**src/rtl/ahb_mailbox_reader.sv**
```systemverilog
// AHB-Lite master that drains the shared mailbox on interrupt: reads the control
// word, streams payload words on a valid/ready port, then writes the ack word back.
module ahb_mailbox_reader #(
  parameter int          ADDR_WIDTH = 32,
  parameter int          DATA_WIDTH = 32,
  parameter logic [31:0] MBOX_BASE  = 32'h0,
  parameter int          MAX_WORDS  = 8192
) (
  input  logic                  hclk,
  input  logic                  hreset,
  input  logic                  en,
  input  logic                  mailbox_intr,
  output logic [ADDR_WIDTH-1:0] haddr,
  output logic [1:0]            htrans,
  output logic                  hwrite,
  output logic [2:0]            hsize,
  output logic [2:0]            hburst,
  output logic [3:0]            hprot,
  output logic [DATA_WIDTH-1:0] hwdata,
  input  logic                  hready,
  input  logic [1:0]            hresp,
  input  logic [DATA_WIDTH-1:0] hrdata,
  output logic                  m_valid,
  input  logic                  m_ready,
  output logic [31:0]           m_data,
  output logic [7:0]            m_id,
  output logic                  m_last,
  output logic                  busy,
  output logic                  err,
  input  logic                  err_clr,
  output logic [3:0]            dbg_state
);

  // Payload port: a word transfers on any rising edge where m_valid && m_ready;
  // m_data/m_last/m_id stay stable while m_valid is high and m_ready is low.

  typedef enum logic [3:0] {
    S_IDLE, S_CA, S_CD, S_DA, S_DD, S_OUT, S_WA, S_WD
  } state_t;

  localparam logic [ADDR_WIDTH-1:0] CTRL_ADDR = ADDR_WIDTH'(MBOX_BASE);
  localparam logic [ADDR_WIDTH-1:0] RAM_ADDR  = ADDR_WIDTH'(MBOX_BASE + 32'h8000);
  localparam logic [14:0]           MAX_N     = 15'(MAX_WORDS);

  state_t      state_q, state_d;
  logic [13:0] idx_q, idx_d;
  logic [14:0] n_q;
  logic [14:0] size_clamp;
  logic        data_phase;
  logic        bus_err;

  assign hsize     = 3'b010;
  assign hburst    = 3'b000;
  assign hprot     = 4'b0011;
  assign busy      = (state_q != S_IDLE);
  assign dbg_state = state_q;

  always_comb begin
    size_clamp = (hrdata[22:8] > MAX_N) ? MAX_N : hrdata[22:8];
    data_phase = (state_q == S_CD) || (state_q == S_DD) || (state_q == S_WD);
    // Abort on the first ERROR cycle, without waiting for the second (hready) cycle.
    bus_err    = data_phase && (hresp == 2'b01);
    state_d    = state_q;
    idx_d      = idx_q;
    case (state_q)
      S_IDLE: if (en && mailbox_intr && !err) state_d = S_CA;
      S_CA:   if (hready) state_d = S_CD;
      S_CD: begin
        if (bus_err) state_d = S_IDLE;
        else if (hready) begin
          if (!hrdata[29])           state_d = S_IDLE;
          else if (size_clamp == '0) state_d = S_WA;
          else begin
            state_d = S_DA;
            idx_d   = '0;
          end
        end
      end
      S_DA:   if (hready) state_d = S_DD;
      S_DD: begin
        if (bus_err)     state_d = S_IDLE;
        else if (hready) state_d = S_OUT;
      end
      S_OUT: begin
        if (m_ready) begin
          idx_d   = idx_q + 14'd1;
          state_d = m_last ? S_WA : S_DA;
        end
      end
      S_WA:   if (hready) state_d = S_WD;
      S_WD:   if (bus_err || hready) state_d = S_IDLE;
      default: state_d = S_IDLE;
    endcase
  end

  always_ff @(posedge hclk or posedge hreset) begin
    if (hreset) begin
      state_q <= S_IDLE;
      idx_q   <= '0;
      n_q     <= '0;
      haddr   <= '0;
      htrans  <= 2'b00;
      hwrite  <= 1'b0;
      hwdata  <= '0;
      m_valid <= 1'b0;
      m_last  <= 1'b0;
      m_data  <= '0;
      m_id    <= '0;
      err     <= 1'b0;
    end else begin
      state_q <= state_d;
      idx_q   <= idx_d;
      // Bus outputs are registered from the next state so each phase lines up with it.
      htrans  <= 2'b00;
      case (state_d)
        S_CA: begin
          htrans <= 2'b10;
          haddr  <= CTRL_ADDR;
          hwrite <= 1'b0;
        end
        S_DA: begin
          htrans <= 2'b10;
          haddr  <= RAM_ADDR + ADDR_WIDTH'({idx_d, 2'b00});
          hwrite <= 1'b0;
        end
        S_WA: begin
          htrans <= 2'b10;
          haddr  <= CTRL_ADDR;
          hwrite <= 1'b1;
        end
        S_WD: hwdata <= DATA_WIDTH'({1'b0, 1'b1, 1'b0, 6'b0, 15'b0, m_id});
        default: ;
      endcase
      if (state_q == S_CD && hready && !bus_err && hrdata[29]) begin
        m_id <= hrdata[7:0];
        n_q  <= size_clamp;
      end
      if (state_q == S_DD && hready && !bus_err) begin
        m_data  <= hrdata[31:0];
        m_valid <= 1'b1;
        m_last  <= ({1'b0, idx_q} == n_q - 15'd1);
      end
      if (state_q == S_OUT && m_ready) begin
        m_valid <= 1'b0;
        m_last  <= 1'b0;
      end
      if (bus_err)      err <= 1'b1;
      else if (err_clr) err <= 1'b0;
    end
  end

endmodule
```
**config.mk**
```make
export PLATFORM = sky130hd
export DESIGN_NAME = ahb_mailbox_reader
export DESIGN_NICKNAME = d
export VERILOG_FILES = /design/src/rtl/ahb_mailbox_reader.sv
export SDC_FILE = /design/constraint.sdc
export NUM_CORES = 1
export LEC_CHECK = 0
export CAP_MARGIN = 15
export CORE_AREA = 3 3 116 118
export CTS_CLUSTER_DIAMETER = 30
export DETAILED_ROUTE_END_ITERATION = 8
export DIE_AREA = 0 0 119 121
export PLACE_DENSITY = 0.76
export SYNTH_ARGS = -nofsm -noshare
export SYNTH_HDL_FRONTEND = slang
export SYNTH_SLANG_ARGS = --single-unit
export TNS_END_PERCENT = 20
```
**constraint.sdc**
```tcl
create_clock -name hclk -period 3.6 [get_ports hclk]
set_input_delay 0.72 -clock hclk [delete_from_list [all_inputs] [get_ports hclk]]
set_output_delay 0.72 -clock hclk [all_outputs]
set_load 0.02 [all_outputs]
```
### Word-level counts from Yosys, hierarchy flattened

Index checks and enable logic that the tools add are counted.

* bits of input ports: 41
* logic and storage cells: 83
* flip-flop bits (word level): 120
* output and inout port bits: 125

* reduce and logical (&&, ||, !) cells: 24
* muxes and demuxes: 30
* add/subtract/negate cells: 3
* order comparisons: 1
* equality and inequality tests: 13

Operators with widths (number)
* 14-bit 2-to-1 mux: 5
* 32-bit one-hot mux with 2 select lines: 1
* 4-bit 2-to-1 mux: 10
* 4-bit one-hot mux with 8 select lines: 1
* 14-bit one-hot mux with 2 select lines: 1
* 4-bit by 3-bit == test with 1-bit output, second input constant: 6
* 16-bit by 16-bit adder with 17-bit output, first input constant: 1
* 14-bit by 15-bit == test with 1-bit output: 1
* 15-bit by 14-bit > comparator with 1-bit output, second input constant: 1
* 15-bit zero test: 1
* 15-bit 2-to-1 mux: 1
* 15-bit by 1-bit subtractor with 15-bit output, second input constant: 1
* 14-bit by 1-bit adder with 14-bit output, second input constant: 1
* 4-bit by 2-bit == test with 1-bit output, second input constant: 3
* 1-bit logical AND: 9
* 3-bit 2-to-1 mux: 3
* 4-bit by 1-bit == test with 1-bit output, second input constant: 2
* 2-bit nonzero test: 4
* 1-bit 2-to-1 mux: 6
* 4-bit zero test: 1
* 4-bit nonzero test: 1
* 2-bit OR reduction: 2
* 1-bit logical OR: 3
* 3-bit OR reduction: 1
* 4 further kinds: 5

### Logic depth before layout (Yosys ltp)

Gate-level depths: netlist of run 1.

* depth after elaboration: 11
* gate-level depth with buffers: 10
* gate-level depth less buffers: 8

### Worst setup path before layout of run 1

Ideal clock, no wire load.

* path type: input-to-reg
* start: in hrdata[15]
* end: reg haddr[11]
* required time: 3474 ps
* path buffers: 1
* data arrival time: 2478 ps
* slack: 996 ps
* cell stages on the path: 7
* setup time: 126 ps
* cells stage by stage: or4_1 -> and4b_1 -> nor2_1 -> nor3_4 -> buf_6 -> a211oi_1 -> a311o_1

* word-level cells in the longest chain between the ends: 11
* elaborated cells between the ends (all ways): 20
* classes of those cells: add/sub: 1; order compare: 1; eq/ne: 3; mux: 12; reduce/logical: 3

Ends and longest elaborated chain
* start, declared: RTL line 22 `input logic [DATA_WIDTH-1:0] hrdata,`
* 15-bit by 14-bit > comparator with 1-bit output: RTL line 59 `size_clamp = (hrdata[22:8] > MAX_N) ? MAX_N : hrdata[22:8];`
* 15-bit 2-to-1 mux (*): RTL line 59
* 15-bit zero test (*): RTL line 72 `else if (size_clamp == '0) state_d = S_WA;`
* branches (longest 8 deep; another with 16-bit by 16-bit adder with 17-bit output)
* end signal, assigned: RTL line 123 `haddr <= RAM_ADDR + ADDR_WIDTH'({idx_d, 2'b00});`
* end, declared: RTL line 13 `output logic [ADDR_WIDTH-1:0] haddr,`

Mark *: on every way between the ends. The select of a mux whose other input is x is not followed.
A chain may end at the register's enable or synchronous reset.

### Worst setup path after layout of run 1

* start: in hrdata[15]
* end: reg haddr[4]

The elaborated chain is that of the path after synthesis.

==> results.md, run 1 <==
Run status:
- The run finished with clean final reports.

Synth:
- Of all flip-flops after synthesis, the portion carrying an async set or reset was 1.000.
- The number of instances in the synthesized netlist is 494.
- The warning count from the yosys run is 0.
- After synthesis the cells add up to 0.005353 sq mm.
- Summed over all instances, the cell type with the most area after synthesis is dfrtp_1.
- The most used flip-flop cell after synthesis is dfrtp_1.
- In the post-synthesis netlist, the biggest area contributors are dfrtp_1 (48%), mux2_2 (10%), buf_4 (7.3%).
- The register bit count reported by yosys is 102.
- The share of synthesized area in the top cell type comes to 0.4769.
- Of the synthesized area, sequential elements account for 0.4769.
- The number of distinct library cells after synthesis is 58.
- The number of enable flip-flop cells after synthesis is 0.
- Dividing the synthesized area by the synthesized cell count gives 10.84 sq um.

Global route:
- The number of antenna violations at the first check in global routing is 0.
- Across every metal layer, demand over resource in global routing totals 0.1812.
- The routing usage on met1 is 0.2228.
- The met3 track demand over resource in global routing is 0.06387.
- For met2 alone, demand over resource in global routing was 0.2844.
- The via count of the first global-routing pass came to 4,165.
- met2 is the most crowded layer.
- The first global-routing pass estimated 20.93 mm of wire.
- The pin count of the biggest net entering global routing is 57.
- For this run the aggregate overflow at the end of global routing stands at 0.

Cells and area:
- The antenna diode instance count is 0.
- The library cells used most frequently in the layout, excluding fill and tap cells, are clkdlybuf4s50_1 (114), dfrtp_1 (102), conb_1 (52).
- Of the cells placed in the final design, the portion with a size suffix greater than 1 is 0.1412.
- Relative to the synthesized area, the layout overhead comes to 26.69%.
- Leaving out fill and tap cells, the most frequent cell in the layout is clkdlybuf4s50_1.
- The final cell count without fillers is 781.
- The number of nets in the final layout is 647.
- Counting the fill cells in the layout gives 1,080.

Routing:
- The routed layout has 4,222 vias.
- For this run, design rule violations remaining after detail routing come to 0.
- The number of detailed-routing iterations run before antenna repair is 4.
- After the first detailed-routing iteration, the DRC count stood at 273.
- The final routed wirelength across all metal layers is 12.93 mm.
- After detailed routing, the average wire length per cell comes to 16.56 um.
- The average via count per standard cell is 5.406.
- The count of nets left with antenna violations once routing finished came out at 0.

Timing:
- The setup skew after layout is 0.01151 ns.
- The final hold violation count came to 0.
- The worst slack on hold paths is 0.4829 ns.
- Summed over all failing endpoints, the final setup total negative slack is 0 ns.
- The number of slew-limit violations in the final report was 0.
- The worst slew margin relative to its limit is 0.4761.
- At the pin with the least slew margin, the transition time is 0.7760 ns.
- The clock period could shrink to 3.077 ns.
- Setup repair after global routing left no endpoint under its margin.
- The maximum frequency from static timing analysis is 0.3250 GHz.
- The final critical-path share of the clock period is 0.8548.
- The number of setup violations in the final report is 0.

Critical path:
- The cell with the largest stage delay on the worst path is or4_1.
- The signal on the critical path passes through clkdlybuf4s50_1 -> or4_1 -> and4b_1 -> nor2_1 -> nor3_4 -> nor2_2 -> a311o_1.
- The startpoint of the worst register-to-register path is dbg_state[1]$_DFF_PP0_.
- In this run the worst path has a maximum fanout of 13.
- The number of buffers and inverters on the critical path is 1.
- The end of the critical path is haddr[4]$_DFFE_PP0P_.
- For the worst setup path, the data required time is 3.83 ns.
- The most critical setup path has its startpoint at hrdata[15].
- The critical register-to-register path endpoint is haddr[4]$_DFFE_PP0P_.
- The worst setup path is launched from an input port.
- The class of the most critical setup path is in2reg.
- The cell family contributing the most delay on the critical path is simple AND/OR/NAND/NOR gates.
- The arrival time of data at the critical path endpoint is 3.31 ns.
- The reg-to-reg setup timing slack is 0.93 ns.
- In this design, the stage delay of the slowest critical-path cell is 0.58 ns.
- The endpoint type of the worst setup path is a register.
- The number of cell instances on the worst register-to-register path is 6.
- The critical path runs through a total of 7 cells.

Job:
- The max-capacitance violation count is 0.

Hold path:
- The type of the tightest min-delay check is reg2reg.

Placed design:
- The count of input and output buffers is 114.
- The congestion estimate from routability-driven global placement came to 0.9018.
- The wire-length estimate of the detail-placed layout is 9.508 mm.
- The post-placement cell count is 765.

Clock network:
- Post-CTS repair changed the size of 0 cells.
- Clock tree synthesis selected as its root buffer the cell clkbuf_16.
- Buffers inserted to repair hold after CTS numbered 0.
- The clock-pin slew on the worst setup and hold paths is 0.07 ns.
- The number of buffers on the longest clock path is 2.
- For the worst-skew pair, the clock arrives at the later sink with an insertion delay of 0.35 ns.
- The number of levels in the clock H-tree is 3.
- The number of buffers created by CTS is 9.
- TritonCTS built the clock tree.
- The buffers inserted during post-CTS setup optimization is 0.
- The count of clock tree sinks is 102.

Die:
- The die is 119 um wide.
- The number of primary I/O pins is 166.
- The number of cell rows is 41.
- The chip height is 121 um.
- The starting density of the core is 0.4259.
- The core region is 0.01257 sq mm.
- The floorplan die area is 0.01440 sq mm.

Power:
- The total power divided by cell area is 381.8 mW/mm^2.
- For this design the static power due to leakage is 0.003094 uW.
- The maximum VDD drop is 0.0002166 V.
==> cell usage after synthesis, drive strengths merged, types with 2 or more instances <==
| library cell | number |
|---|---|
| nor4b | 3 |
| nand4b | 2 |
| a211oi | 12 |
| ha | 2 |
| a221o | 3 |
| nand4 | 6 |
| and3 | 10 |
| nand2 | 21 |
| and2 | 4 |
| buf | 65 |
| o32a | 2 |
| a211o | 2 |
| clkbuf | 11 |
| xnor2 | 13 |
| a311o | 10 |
| dfrtp | 102 |
| a22o | 14 |
| mux2 | 48 |
| nor2 | 14 |
| or2 | 3 |
| and4 | 2 |
| nand3 | 22 |
| o21ai | 14 |
| or3 | 3 |
| conb | 2 |
| nand2b | 5 |
| and4b | 2 |
| mux2i | 2 |
| clkinv | 2 |
| o2111ai | 2 |
| o311ai | 2 |
| nor3 | 19 |
| o31ai | 3 |
| inv | 17 |
| xor2 | 7 |
| o211ai | 5 |
| nor4 | 5 |
| a21oi | 13 |
| nor2b | 7 |
==> kinds of logic after synthesis <==
kind of cell,share of synthesized area
other,0.001403
AOI/OAI and AO/OA,0.1276
and+or+nand+nor,0.1396
buffers and inverters,0.1124
DFF,0.4769
muxes,0.1047
xor gates and xnor gates,0.03273
adders and majority gates,0.004674
==> through the flow <==
step                      cell area (sq um)  utilization  total power, uW  setup WS, ns
final                                  6782       0.5396             2589        0.5228
after global routing                   6782       0.5396             2681        0.4127
after CTS                              6782       0.5396             2620        0.5495
after detailed placement               6466       0.5145             1574        0.1809
after global placement                 6466       0.5145             1564        0.2724
after floorplan                        5540            -             1472        0.2045
==> registers in the layout, summed over array words and instances (netlist names), 4 cells and up <==
| name | flops |
|---|---|
| dbg_state | 4 |
| haddr | 15 |
| hwdata | 9 |
| idx_q | 14 |
| m_data | 32 |
| m_id | 8 |
| n_q | 15 |
==> worst min-delay path by stage <==
stage | depth (start not counted) | end | slack [ns] | startpoint
global route | 1 | hwdata[30]$_DFFE_PP0N_ | 0.50 | hwdata[30]$_DFFE_PP0N_
detailed placement | 1 | hwdata[30]$_DFFE_PP0N_ | 0.46 | hwdata[30]$_DFFE_PP0N_
CTS | 1 | hwdata[30]$_DFFE_PP0N_ | 0.49 | hwdata[30]$_DFFE_PP0N_
global placement | 1 | hwdata[30]$_DFFE_PP0N_ | 0.46 | hwdata[30]$_DFFE_PP0N_
floorplan | 1 | n_q[14]$_DFFE_PP0P_ | 0.48 | n_q[14]$_DFFE_PP0P_
finish | 1 | hwdata[30]$_DFFE_PP0N_ | 0.48 | hwdata[30]$_DFFE_PP0N_
==> per-layer routing <==
metal | part of all wire | vias up
met5 | 0 | -
met4 | 0.027 | 0
met3 | 0.11 | 25
met2 | 0.47 | 230
met1 | 0.40 | 2055
li1 | - | 1912
==> power by group <==
| part | switching (uW) | internal [uW] | leakage (uW) | total (uW) |
|---|---|---|---|---|
| registers | 28.6 | 1180 | 0.00141 | 1210 |
| logic | 198 | 149 | 0.00153 | 346 |
| clock network | 424 | 612 | 0.000154 | 1040 |
| total | 650 | 1940 | 0.00309 | 2590 |
==> area by class of cell <==
| cell class | count | area (sq um) | area share |
|---|---|---|---|
| flip-flops and latches | 102 | 2552 | 0.3764 |
| multi-input cells | 347 | 2386 | 0.3518 |
| repair buffers | 125 | 1236 | 0.1823 |
| clock buffers | 11 | 232.7 | 0.03432 |
| well taps | 172 | 215.2 | 0.03173 |
| clock inverters | 5 | 82.58 | 0.01218 |
| inverters | 19 | 76.32 | 0.01125 |
No activity file was read; power rests on OpenSTA's default activity.
==> inputs of run 2 (changes only) <==
- CELL_PAD_IN_SITES_DETAIL_PLACEMENT: unset -> 0
- CELL_PAD_IN_SITES_GLOBAL_PLACEMENT: unset -> 1
- CORE_AREA: 3 3 116 118 -> 3 3 132 134
- CTS_BUF_LIST: unset -> sky130_fd_sc_hd__clkbuf_8
- DIE_AREA: 0 0 119 121 -> 0 0 135 137
- PLACE_DENSITY: 0.76 -> unset
- PLACE_DENSITY_LB_ADDON: unset -> 0.1
==> results.md, run 2 (synthesis gave the netlist of run 1 again) <==
Run status:
- The flow ran to the end, and the final reports show no timing, DRC or antenna violations.

Timing:
- The setup skew after layout was 0.01002 ns (-0.001494 ns).
- The time the worst path needs with I/O delays and setup came to 3.000 ns (-0.07752 ns).
- Setup repair after global routing left no endpoint under its margin.
- The number of setup violations in the final report is 0 (unchanged).
- The final critical-path share of the clock period was 0.8332 (-0.02153).
- The maximum frequency from static timing analysis was 0.3334 GHz (+2.6%).
- The worst slew margin relative to its limit was 0.5588 (+0.08270).
- The worst slack on hold paths is 0.4919 ns (+0.009034 ns).
- The actual transition at the worst max-transition pin came to 0.6618 ns (-0.1142 ns).
- The summed negative setup slack over all endpoints is 0 ns (unchanged).
- The number of slew-limit violations in the final report was 0 (unchanged).
- The final hold violation count is 0 (unchanged).
- The worst path setup slack after routing is 0.6004 ns (+0.07752 ns).

Critical path:
- The largest fanout on the critical path is 13 (unchanged).
- The launch point of the critical path is hrdata[15].
- The arrival time of data at the critical path endpoint is 3.26 ns (-0.05 ns).
- The class of the most critical setup path is in2reg.
- The required time of the critical path is 3.86 ns (+0.03 ns).
- The startpoint type of the worst setup path is an input port.
- The number of cell instances on the worst register-to-register path came to 7 (+1).
- The reg-to-reg setup timing slack was 1.10 ns (+0.17 ns).
- The worst register-to-register path begins at dbg_state[0]$_DFF_PP0_.
- The critical register-to-register path endpoint is haddr[13]$_DFFE_PP0P_.
- Following the worst setup path forward leads to its endpoint at haddr[4]$_DFFE_PP0P_.
- STA classifies the critical path endpoint as a register.

Die:
- The number of primary I/O pins is 166 (unchanged).
- The floorplan die area came to 0.01850 sq mm (+28%).
- The overall die width is 135 um (+13%).
- The chip height is 137 um (+13%).
- The starting density of the core is 0.3262 (-0.09964).
- The area inside the core boundary is 0.01641 sq mm (+31%).
- The number of cell rows is 47 (+15%).

Routing:
- The via total after detailed routing is 4,042 (-4.3%).
- The number of detailed-routing iterations run before antenna repair is 4 (unchanged).
- In this run the top signal layer used is met4.
- The average via count per standard cell came to 4.852 (-10%).
- The number of DRC markers after the initial detailed-route iteration was 185 (-32%).
- The detailed-routed wire length on met2 is 6.761 mm (+12%).
- The detailed-route wire length on metal 1 is 5.939 mm (+15%).
- The detail-routed net length per standard cell is 16.55 um (about the same).
- The final routed wirelength across all metal layers is 13.79 mm (+6.6%).
- The number of DRC violations after detailed routing is 0 (unchanged).
- The total met3 wirelength after detailed routing is 891 um (-36%).
- The count of nets left with antenna violations after detail routing is 0 (unchanged).

Global route:
- The wire length of the first global-routing pass is 22.28 mm (+6.5%).
- The final global-route overflow total is 0 (unchanged).
- The total global routing track utilization was 0.1534 (-0.02780).
- The pin count of the biggest net entering global routing is 51 (-11%).
- The number of antenna violations at the first check in global routing was 0 (unchanged).
- The via count of the first global-routing pass is 4,032 (-3.2%).

Cells and area:
- The antenna diode instance count is 0 (unchanged).
- The share of cells above drive strength 1 came to 0.1501 (+0.008866).
- The most common library cell in the layout ignoring fill and taps is clkdlybuf4s50_1.
- The library cells used most frequently in the layout, excluding fill and tap cells, are clkdlybuf4s50_1 (114), dfrtp_1 (102), conb_1 (52).
- The flip-flop count of the largest register after layout is 32 (unchanged).
- The largest registers in the layout are m_data x32, haddr x15, n_q x15.
- The register ranked first by flip-flop count is m_data.
- The final non-filler cell area is 0.006782 sq mm (unchanged).
- The area growth from synthesis to layout is 26.69% (unchanged).
- The number of nets in the final layout was 652 (+0.77%).

Clock network:
- The count of instances resized after the clock tree is built is 0 (unchanged).
- The number of buffers created by CTS is 9 (unchanged).
- The tree is rooted in a clkbuf_8.
- The clock-pin slew on the worst setup and hold paths is 0.10 ns (+0.03 ns).
- The buffers inserted during post-CTS setup optimization is 0 (unchanged).
- The clock latency at the later pin of the worst-skew pair was 0.38 ns (+0.03 ns).
- The number of buffers on the longest clock path is 2 (unchanged).
- TritonCTS built the clock tree.
- The number of levels in the clock H-tree is 3 (unchanged).
- The number of hold-repair buffers added at the cts stage is 0 (unchanged).
- The count of clock tree sinks is 102 (unchanged).

Job:
- The max-capacitance violation count is 0 (unchanged).

Placed design:
- The final RePlAce weighted congestion came to 0.8227 (-8.8%).
- The count of input and output buffers came to 114 (unchanged).
- The total placed instance area is 0.006564 sq mm (+1.5%).
- The sum of net half-perimeters after detailed placement is 10.39 mm (+9.3%).
- The worst slack at placement was 0.2026 ns (+0.02163 ns).

Hold path:
- The type of the tightest min-delay check is reg2reg.

Power:
- The leakage power figure is 0.003075 uW (-0.63%).
- The maximum VDD drop is 0.0002927 V (+35%).
- The total power divided by cell area came to 349.4 mW/mm^2 (-8.5%).
-- run 2: changes by cell type in the layout (fill, tap and decap cells not counted) --
cell	before	now
inv_8	0	1
clkbuf_8	0	9
clkbuf_1	2	0
clkinv_4	1	0
inv_6	1	2
buf_4	10	15
clkbuf_16	9	0
-- run 2: worst min path at each step --
stage | depth (start not counted) | end | startpoint
after global placement | 1 | hwdata[30]$_DFFE_PP0N_ | hwdata[30]$_DFFE_PP0N_
final | 1 | hwdata[30]$_DFFE_PP0N_ | hwdata[30]$_DFFE_PP0N_
after CTS | 1 | hwdata[30]$_DFFE_PP0N_ | hwdata[30]$_DFFE_PP0N_
after floorplan | 1 | n_q[14]$_DFFE_PP0P_ | n_q[14]$_DFFE_PP0P_
after global routing | 1 | hwdata[30]$_DFFE_PP0N_ | hwdata[30]$_DFFE_PP0N_
after detailed placement | 1 | hwdata[30]$_DFFE_PP0N_ | hwdata[30]$_DFFE_PP0N_
-- run 2: layout make-up --
cell class | count | area (sq um)
well taps | 220 | 275.3
clock buffers | 9 | 123.9
clock inverters | 6 | 93.84
flip-flops and latches | 102 | 2552
inverters | 19 | 76.32
fillers | 1586 | 9625
multi-input cells | 347 | 2386
repair buffers | 130 | 1274
-- run 2: per-stage QoR --
stage	std cells	util	power, uW
after global placement	818	0.4001	1579
after detailed placement	818	0.4001	1582
after CTS	833	0.4133	2411
after floorplan	544	-	1472
after global routing	833	0.4133	2494
final	833	0.4133	2370
-- run 2: layer usage --
layer | vias to the layer above | global-route usage
met4 | 0 | 0.04199
met1 | 1975 | 0.2015
met3 | 13 | 0.04007
met2 | 140 | 0.2521
met5 | - | 0
li1 | 1914 | -
-- run 2: report_power, final --
| part | internal, uW | leakage, uW | total [uW] | switching (uW) |
|---|---|---|---|---|
| combinational | 153 | 0.00156 | 352 | 200 |
| sequential | 1180 | 0.00141 | 1200 | 27.6 |
| clock | 397 | 0.000112 | 813 | 416 |
| total | 1730 | 0.00307 | 2370 | 643 |
-- run 2: critical path: stages --
cell             delay (ns)
clkdlybuf4s50_1        0.43
or4_1                  0.54
and4b_1                0.40
nor2_1                 0.13
nor3_4                 0.43
nor2_2                 0.23
a311o_1                0.37
